**config.mk**
```make
export PLATFORM = sky130hd
export DESIGN_NAME = ring_counter_mon
export DESIGN_NICKNAME = d
export VERILOG_FILES = /design/src/rtl/ring_counter_mon_pkg.sv /design/src/rtl/ring_counter_mon_onehot_rotate.sv /design/src/rtl/ring_counter_mon.sv
export SDC_FILE = /design/constraint.sdc
export NUM_CORES = 1
export LEC_CHECK = 0
export ABC_AREA = 1
export BUFFER_PORTS_ARGS = -buffer_cell sky130_fd_sc_hd__buf_4
export CORE_AREA = 2 2 46 48
export CTS_CLUSTER_DIAMETER = 60
export DETAILED_ROUTE_END_ITERATION = 7
export DIE_AREA = 0 0 48 50
export PLACE_DENSITY = 0.73
export SYNTH_ARGS = -nofsm -noshare
export SYNTH_HDL_FRONTEND = slang
export SYNTH_SLANG_ARGS = --single-unit
```
**constraint.sdc**
```tcl
create_clock -name clk -period 1.5 [get_ports clk]
set_input_delay 0.225 -clock clk [delete_from_list [all_inputs] [get_ports clk]]
set_output_delay 0.225 -clock clk [all_outputs]
set_load 0.005 [all_outputs]
```
**src/rtl/ring_counter_mon_pkg.sv**
```systemverilog
// Shared constants and helpers for the one-hot ring counter and its monitors.
package ring_pkg;

    localparam logic DIR_UP   = 1'b0;
    localparam logic DIR_DOWN = 1'b1;

    // Index width that never collapses to zero bits.
    function automatic int clog2_min1(input int n);
        return (n <= 2) ? 1 : $clog2(n);
    endfunction

    function automatic logic onehot_chk(input logic [63:0] vec);
        return ($countones(vec) == 1);
    endfunction

endpackage

```
**src/rtl/ring_counter_mon_onehot_rotate.sv**
```systemverilog
// Combinational rotate of a one-hot vector by a fixed stride, up (toward MSB) or down.
module onehot_rotate
    import ring_pkg::*;
#(
    parameter int WIDTH = 3,
    parameter int STEP  = 1
) (
    input  logic [WIDTH-1:0] vec,
    input  logic             dir,
    output logic [WIDTH-1:0] rot
);

    always_comb begin
        if (dir == DIR_UP) begin
            rot = (vec << STEP) | (vec >> (WIDTH - STEP));
        end else begin
            rot = (vec >> STEP) | (vec << (WIDTH - STEP));
        end
    end

endmodule

```
**src/rtl/ring_counter_mon.sv**
```systemverilog
// One-hot ring counter with stride, direction, load, saturating wrap count
// and sticky safety monitor.
module ring_counter_mon
    import ring_pkg::*;
#(
    parameter int  WIDTH    = 3,
    parameter int  INIT_POS = 1,
    parameter int  STEP     = 1,
    parameter int  WRAP_W   = 4,
    localparam int PW       = clog2_min1(WIDTH)
) (
    input  logic              clk,
    input  logic              reset,
    input  logic              en,
    input  logic              dir,
    input  logic              load,
    input  logic [PW-1:0]     load_pos,
    output logic [WIDTH-1:0]  state,
    output logic [PW-1:0]     pos,
    output logic              wrap,
    output logic [WRAP_W-1:0] wrap_cnt,
    output logic              z1,
    output logic              err
);

    localparam logic [PW:0] W_EXT = (PW+1)'(WIDTH);
    localparam logic [PW:0] S_EXT = (PW+1)'(STEP);

    logic [PW:0]      pos_ext;
    logic [PW:0]      up_sum;
    logic [PW:0]      nxt_pos;
    logic             nxt_wrap;
    logic             load_ok;
    logic [WIDTH-1:0] rot;

    onehot_rotate #(.WIDTH(WIDTH), .STEP(STEP)) u_rot (
        .vec (state),
        .dir (dir),
        .rot (rot)
    );

    assign pos_ext = {1'b0, pos};
    assign up_sum  = pos_ext + S_EXT;
    assign load_ok = ({1'b0, load_pos} < W_EXT);
    assign z1      = &state;

    // Modular step done as compare plus one correction, one extra bit of headroom.
    always_comb begin
        nxt_pos  = pos_ext;
        nxt_wrap = 1'b0;
        if (dir == DIR_UP) begin
            if (up_sum >= W_EXT) begin
                nxt_pos  = up_sum - W_EXT;
                nxt_wrap = 1'b1;
            end else begin
                nxt_pos = up_sum;
            end
        end else begin
            if (pos_ext < S_EXT) begin
                nxt_pos  = pos_ext + W_EXT - S_EXT;
                nxt_wrap = 1'b1;
            end else begin
                nxt_pos = pos_ext - S_EXT;
            end
        end
    end

    always_ff @(posedge clk or negedge reset) begin
        if (!reset) begin
            state    <= WIDTH'(1) << INIT_POS;
            pos      <= PW'(INIT_POS);
            wrap     <= 1'b0;
            wrap_cnt <= '0;
            err      <= 1'b0;
        end else begin
            wrap <= 1'b0;
            if (!onehot_chk(64'(state))) begin
                err <= 1'b1;
            end
            if (load) begin
                if (load_ok) begin
                    state <= WIDTH'(1) << load_pos;
                    pos   <= load_pos;
                end else begin
                    err <= 1'b1;
                end
            end else if (en) begin
                state <= rot;
                pos   <= nxt_pos[PW-1:0];
                wrap  <= nxt_wrap;
                if (nxt_wrap && (wrap_cnt != '1)) begin
                    wrap_cnt <= wrap_cnt + WRAP_W'(1);
                end
            end
        end
    end

endmodule

```
# Word level (Yosys, flattened, before mapping)
# Cells that the tools add are included.
# Widths: inputs -> output; s select.
# classes
bitwise,3
n_reduce_logical,5
magnitude_cmp,3
add_sub_neg,8
shift,1
eq_ne,3
muxes,18
# ops
operator,n
$mux 2,6
$mux 3,4
$mux 1,8
$reduce_and 3->1,2
$add 4x1->4 const B,1
$ne 4x4->1 const B,1
$sub 2x1->2 const B,2
$add 2x1->3,1
$add 2x1->3 const B,1
$eq 3x1->1 const B,1
$ge 3x2->1 const B,1
$or 2x3->3,1
$or 3x1->3,1
$shl 1x2->3 const A,1
$add 1x1->2,1
$add 2x2->2 const B,1
$lt 2x1->1 const B,1
$lt 2x2->1 const B,1
$ne 2x1->1 const B,1
$reduce_and 2->1,1
$reduce_bool 2->1,1
$sub 2x2->2 const B,1
$logic_and 1x1->1,1
$not 1->1,1
# totals
regBits,11
input_bits,7
wordCells,46
out_inout_bits,12

# Longest topological paths before layout
# depth
depth_word,6
depth_mapped,8

# Modules after synthesis
# From an unflattened synthesis, not the netlist that was laid out.
# hier_totals
cells_unflattened,112
area_unflattened_um2,827.0
# modules_own_cells
mod,area_per_inst_um2,cells_per_inst,seq_area_each_um2,n_inst
ring_counter_mon,789.5,102,277.8,1
onehot_rotate,37.5,10,0.0,1

# Worst setup path after synthesis
# No wires, ideal clock.
# synth_path
path_type,register -> register
start,reg pos[0]
end,reg wrap_cnt[2]
path_buffers,0
path_stages_with_launch,9
arrival_ps,1278
required_time_ps,1384
setup_slack_ps,106
path_cell_list,dfstp_2 -> inv_1 -> ha_1 -> nor2_1 -> nand2_4 -> nand3_4 -> nor2_4 -> nand2_1 -> nand2_1
# synth_between
elab_chain_len,6
elab_cells_between_ends,8
classes_between,1 x add/sub; 2 x order compare; 3 x mux; 2 x reduce/logical
# synth_rtl
element,line,source
start: declaration,ring_counter_mon.sv:19,"output logic [PW-1:0] pos,"
start signal: assignment,ring_counter_mon.sv:71,pos <= PW'(INIT_POS);
start signal: assignment,ring_counter_mon.sv:83,pos <= load_pos;
start signal: assignment,ring_counter_mon.sv:89,pos <= nxt_pos[PW-1:0];
$add 2x1->3,ring_counter_mon.sv:43,assign up_sum = pos_ext + S_EXT;
$ge 3x2->1,ring_counter_mon.sv:52,if (up_sum >= W_EXT) begin
$mux 1,ring_counter_mon.sv:52,
$mux 1 *,ring_counter_mon.sv:51,if (dir == DIR_UP) begin
$logic_and 1x1->1 *,ring_counter_mon.sv:91,if (nxt_wrap && (wrap_cnt != '1)) begin
$reduce_and 3->1 (no line) *,n/a,
end signal: assignment,ring_counter_mon.sv:92,wrap_cnt <= wrap_cnt + WRAP_W'(1);
end: declaration,ring_counter_mon.sv:21,"output logic [WRAP_W-1:0] wrap_cnt,"
# Every way passes the cells marked *; elsewhere a longest branch is shown, timed or not.
# A chain may end at the register's enable or synchronous reset.

# Worst setup path after layout
# layout_path
start,reg pos[0]
end,reg wrap_cnt[0]
# The elaborated chain is that of the path after synthesis.

==> flow_metrics.tcl <==
set metrics [dict create \
    multiInputGateArea_um2 478 \
    cp_common_cell "nand2_1" \
    antenna_found_initial 0 \
    timing.rr.end "wrap_cnt[0]" \
    holdPathStages 3 \
    min_period_ps 1420 \
    cts_buffers 3 \
    start_kind "flip-flop" \
    hold_slack_ps 231 \
    min_path_type "in2reg" \
    syn_area_per_cell_um2 7.70 \
    clk_pin_slew_ps 80 \
    start_util_pct 44.1 \
    fin_nets 147 \
    drt-total-wl_um 1650 \
    cp_top_family "flip-flops" \
    critPathMaxFanout 4 \
    outcome "finished clean" \
    portBuffers 18 \
    io_pins 19 \
    fin_crit_sh_pct 94.7 \
    routed_via_density 4.77 \
    rows 16 \
    cellPowerDensity_nw_per_um2 1120 \
    synth.distinct_cells 24 \
    synth_cells 109 \
    synth_top_area_cell "dfrtp_1" \
    cts_tree "yes" \
    cp_num_buf_inv 1 \
    routabilityCongestion 0.822 \
    r2r_slack_ps 80 \
    final_max_slew_viol_count 0 \
    yosys_most_used_dff "dfrtp_1" \
    coreArea_um2 1900 \
    htreeDepth 1 \
    synth_top_area_share_pct 26.8 \
    drt_iter0_markers 12 \
    hold_start "load_pos[0]" \
    dpl.hpwl_um 1340 \
    min_to "err" \
    clkSinkCount 11 \
    wl_per_cell_um 10.4 \
    irDropWorstVdd_v 0.000583 \
    gr-total-overflow 0 \
    mostFrequentLayoutCell "nand2_1" \
    clock_latency_ps 270 \
    synth_warnings 0 \
    hold_viol_final 0 \
    grt_use_total_pct 16.6 \
    ys_ff_latch 11 \
    die_h_um 50 \
    yosysSeqAreaShare_pct 33.1 \
    finalSetupViolCount 0 \
    cp_data_required_time_ps 1660 \
    syn2layout_area_growth_pct 23.4 \
    synth_nets 124 \
    antenna_left 0 \
    power_leakage_nw 0.583 \
    max_stage_delay_ps 540 \
    fill_cells 188 \
    grt_max_degree 12 \
    r2r_start "pos[0]" \
    cts_setup_buffers 0 \
    die_width_um 48 \
    skew_ps 5.47 \
    r2r_cells 8 \
    root_buffer "clkbuf_4" \
    arrival_ps 1580 \
    clockBufferDepth 2 \
    drv_cap 0 \
    synth_edf_count 0 \
    drc 0 \
    grt_pass1_vias 724 \
    power_w 0.00116 \
    worst_setup_path_end_kind "flip-flop" \
    drive_above_1_share_pct 30.5 \
    async_flop_share_pct 100 \
    final_cell_mix "nand2_1, buf_4, inv_1" \
    worst_slew_pin_slew_ps 204 \
    synthTopCellsByArea "dfrtp_1, nand2_1, ha_1" \
    num_antenna_cells 0 \
    dr_total_vias 753 \
    max_freq_ghz 0.704 \
    syn_area_um2 840 \
    slew_headroom_pct 86.4 \
    ff_latch_area_um2 278 \
    drt-pass1-iter-count 4 \
    crit_chain "inv_1 > ha_1 > nor2_2 > nand2_4 > nand3_4 > nor2_4 > nand2_1 > nand2_1" \
    cpMaxStageDelayCell "dfstp_2" \
    grt_first_pass_wirelength_um 2840 \
    die_area_um2 2400 \
    crit_type "reg2reg" \
]
how the worst max path moves through the flow:
stage / start / endpoint / slack (ps) / cells after the start
floorplan: pos[0] / wrap_cnt[2] / 110 / 8
finish: pos[0] / wrap_cnt[0] / 80 / 8
global placement: state[1] / err / 120 / 4
detailed placement: pos[0] / wrap_cnt[1] / 70 / 8
CTS: pos[0] / wrap_cnt[0] / 60 / 8
global route: pos[0] / wrap_cnt[0] / -20 / 8
synthesized netlist by cell type, types with 2 or more instances:
cell type and count:
nand3_1 9, inv_2 6, dfrtp_1 9, dfstp_2 2, inv_1 12, o21ai_1 4, buf_6 2, nand2_1 36
nor2_1 7, ha_1 7, nand2_4 2
report_power, final:
part / switching [W] / internal [W] / total, W
Combinational: 0.000258 / 0.000238 / 0.000496
Clock: 0.000102 / 0.000103 / 0.000205
Sequential: 0.0000800 / 0.000375 / 0.000455
worst register-to-register path, stage by stage, from the launching register on:
cell and delay, ps:
dfstp_2 540, inv_1 80, ha_1 240, nor2_2 160
nand2_4 80, nand3_4 70, nor2_4 40, nand2_1 50
nand2_1 50
metal layers:
metal | up-vias | GRT usage, % | share of wire (%)
met1 | 346 | 20.2 | 44
met4 | 0 | 9.01 | 2.3
li1 | 380 | - | -
met3 | 6 | 2.93 | 3.0
met5 | - | 0 | 0
met2 | 21 | 26.2 | 50
cell type report:
cell class              count  share of cell area [%]
flip-flops and latches     11                    26.8
clock buffers               4                    2.54
repair buffers             20                    14.7
inverters                  18                    6.52
well taps                  27                    3.26
multi-input cells          78                    46.1
repair_timing:
item,in CTS,in global routing
endpoints found under the hold margin,11,0
setup endpoints to repair,0,4
resized for setup,0,2
hold buffers,1,0
stage by stage:
| stage | setup slack, ps | util (%) | instance area, um^2 | setup TNS, ps | cells |
|---|---|---|---|---|---|
| floorplan | 106 | - | 840 | 0 | 109 |
| global placement | 116 | 52.2 | 993 | 0 | 153 |
| detailed placement | 72.4 | 52.2 | 993 | 0 | 153 |
| CTS | 57.4 | 54.1 | 1030 | 0 | 158 |
| global route | -19.0 | 54.5 | 1040 | -37.2 | 158 |
| finish | 80.1 | 54.5 | 1040 | 0 | 158 |
cell families (layout without fill, tap and decap cells):
| logic type | count (synthesis) | after routing | synth area share [%] |
|---|---|---|---|
| compound gates | 7 | 7 | 4.62 |
| xor+xnor | 2 | 2 | 2.09 |
| fa+ha+maj | 8 | 8 | 12.8 |
| buf+inv | 20 | 42 | 10.7 |
| flops | 11 | 11 | 33.1 |
| simple gates | 61 | 61 | 36.7 |
sequential cells by signal (all words and copies together) (netlist names):
signal    cells
wrap          1
wrap_cnt      4
state         3
err           1
pos           2
Note: power is estimated with default switching activity, not from simulation.
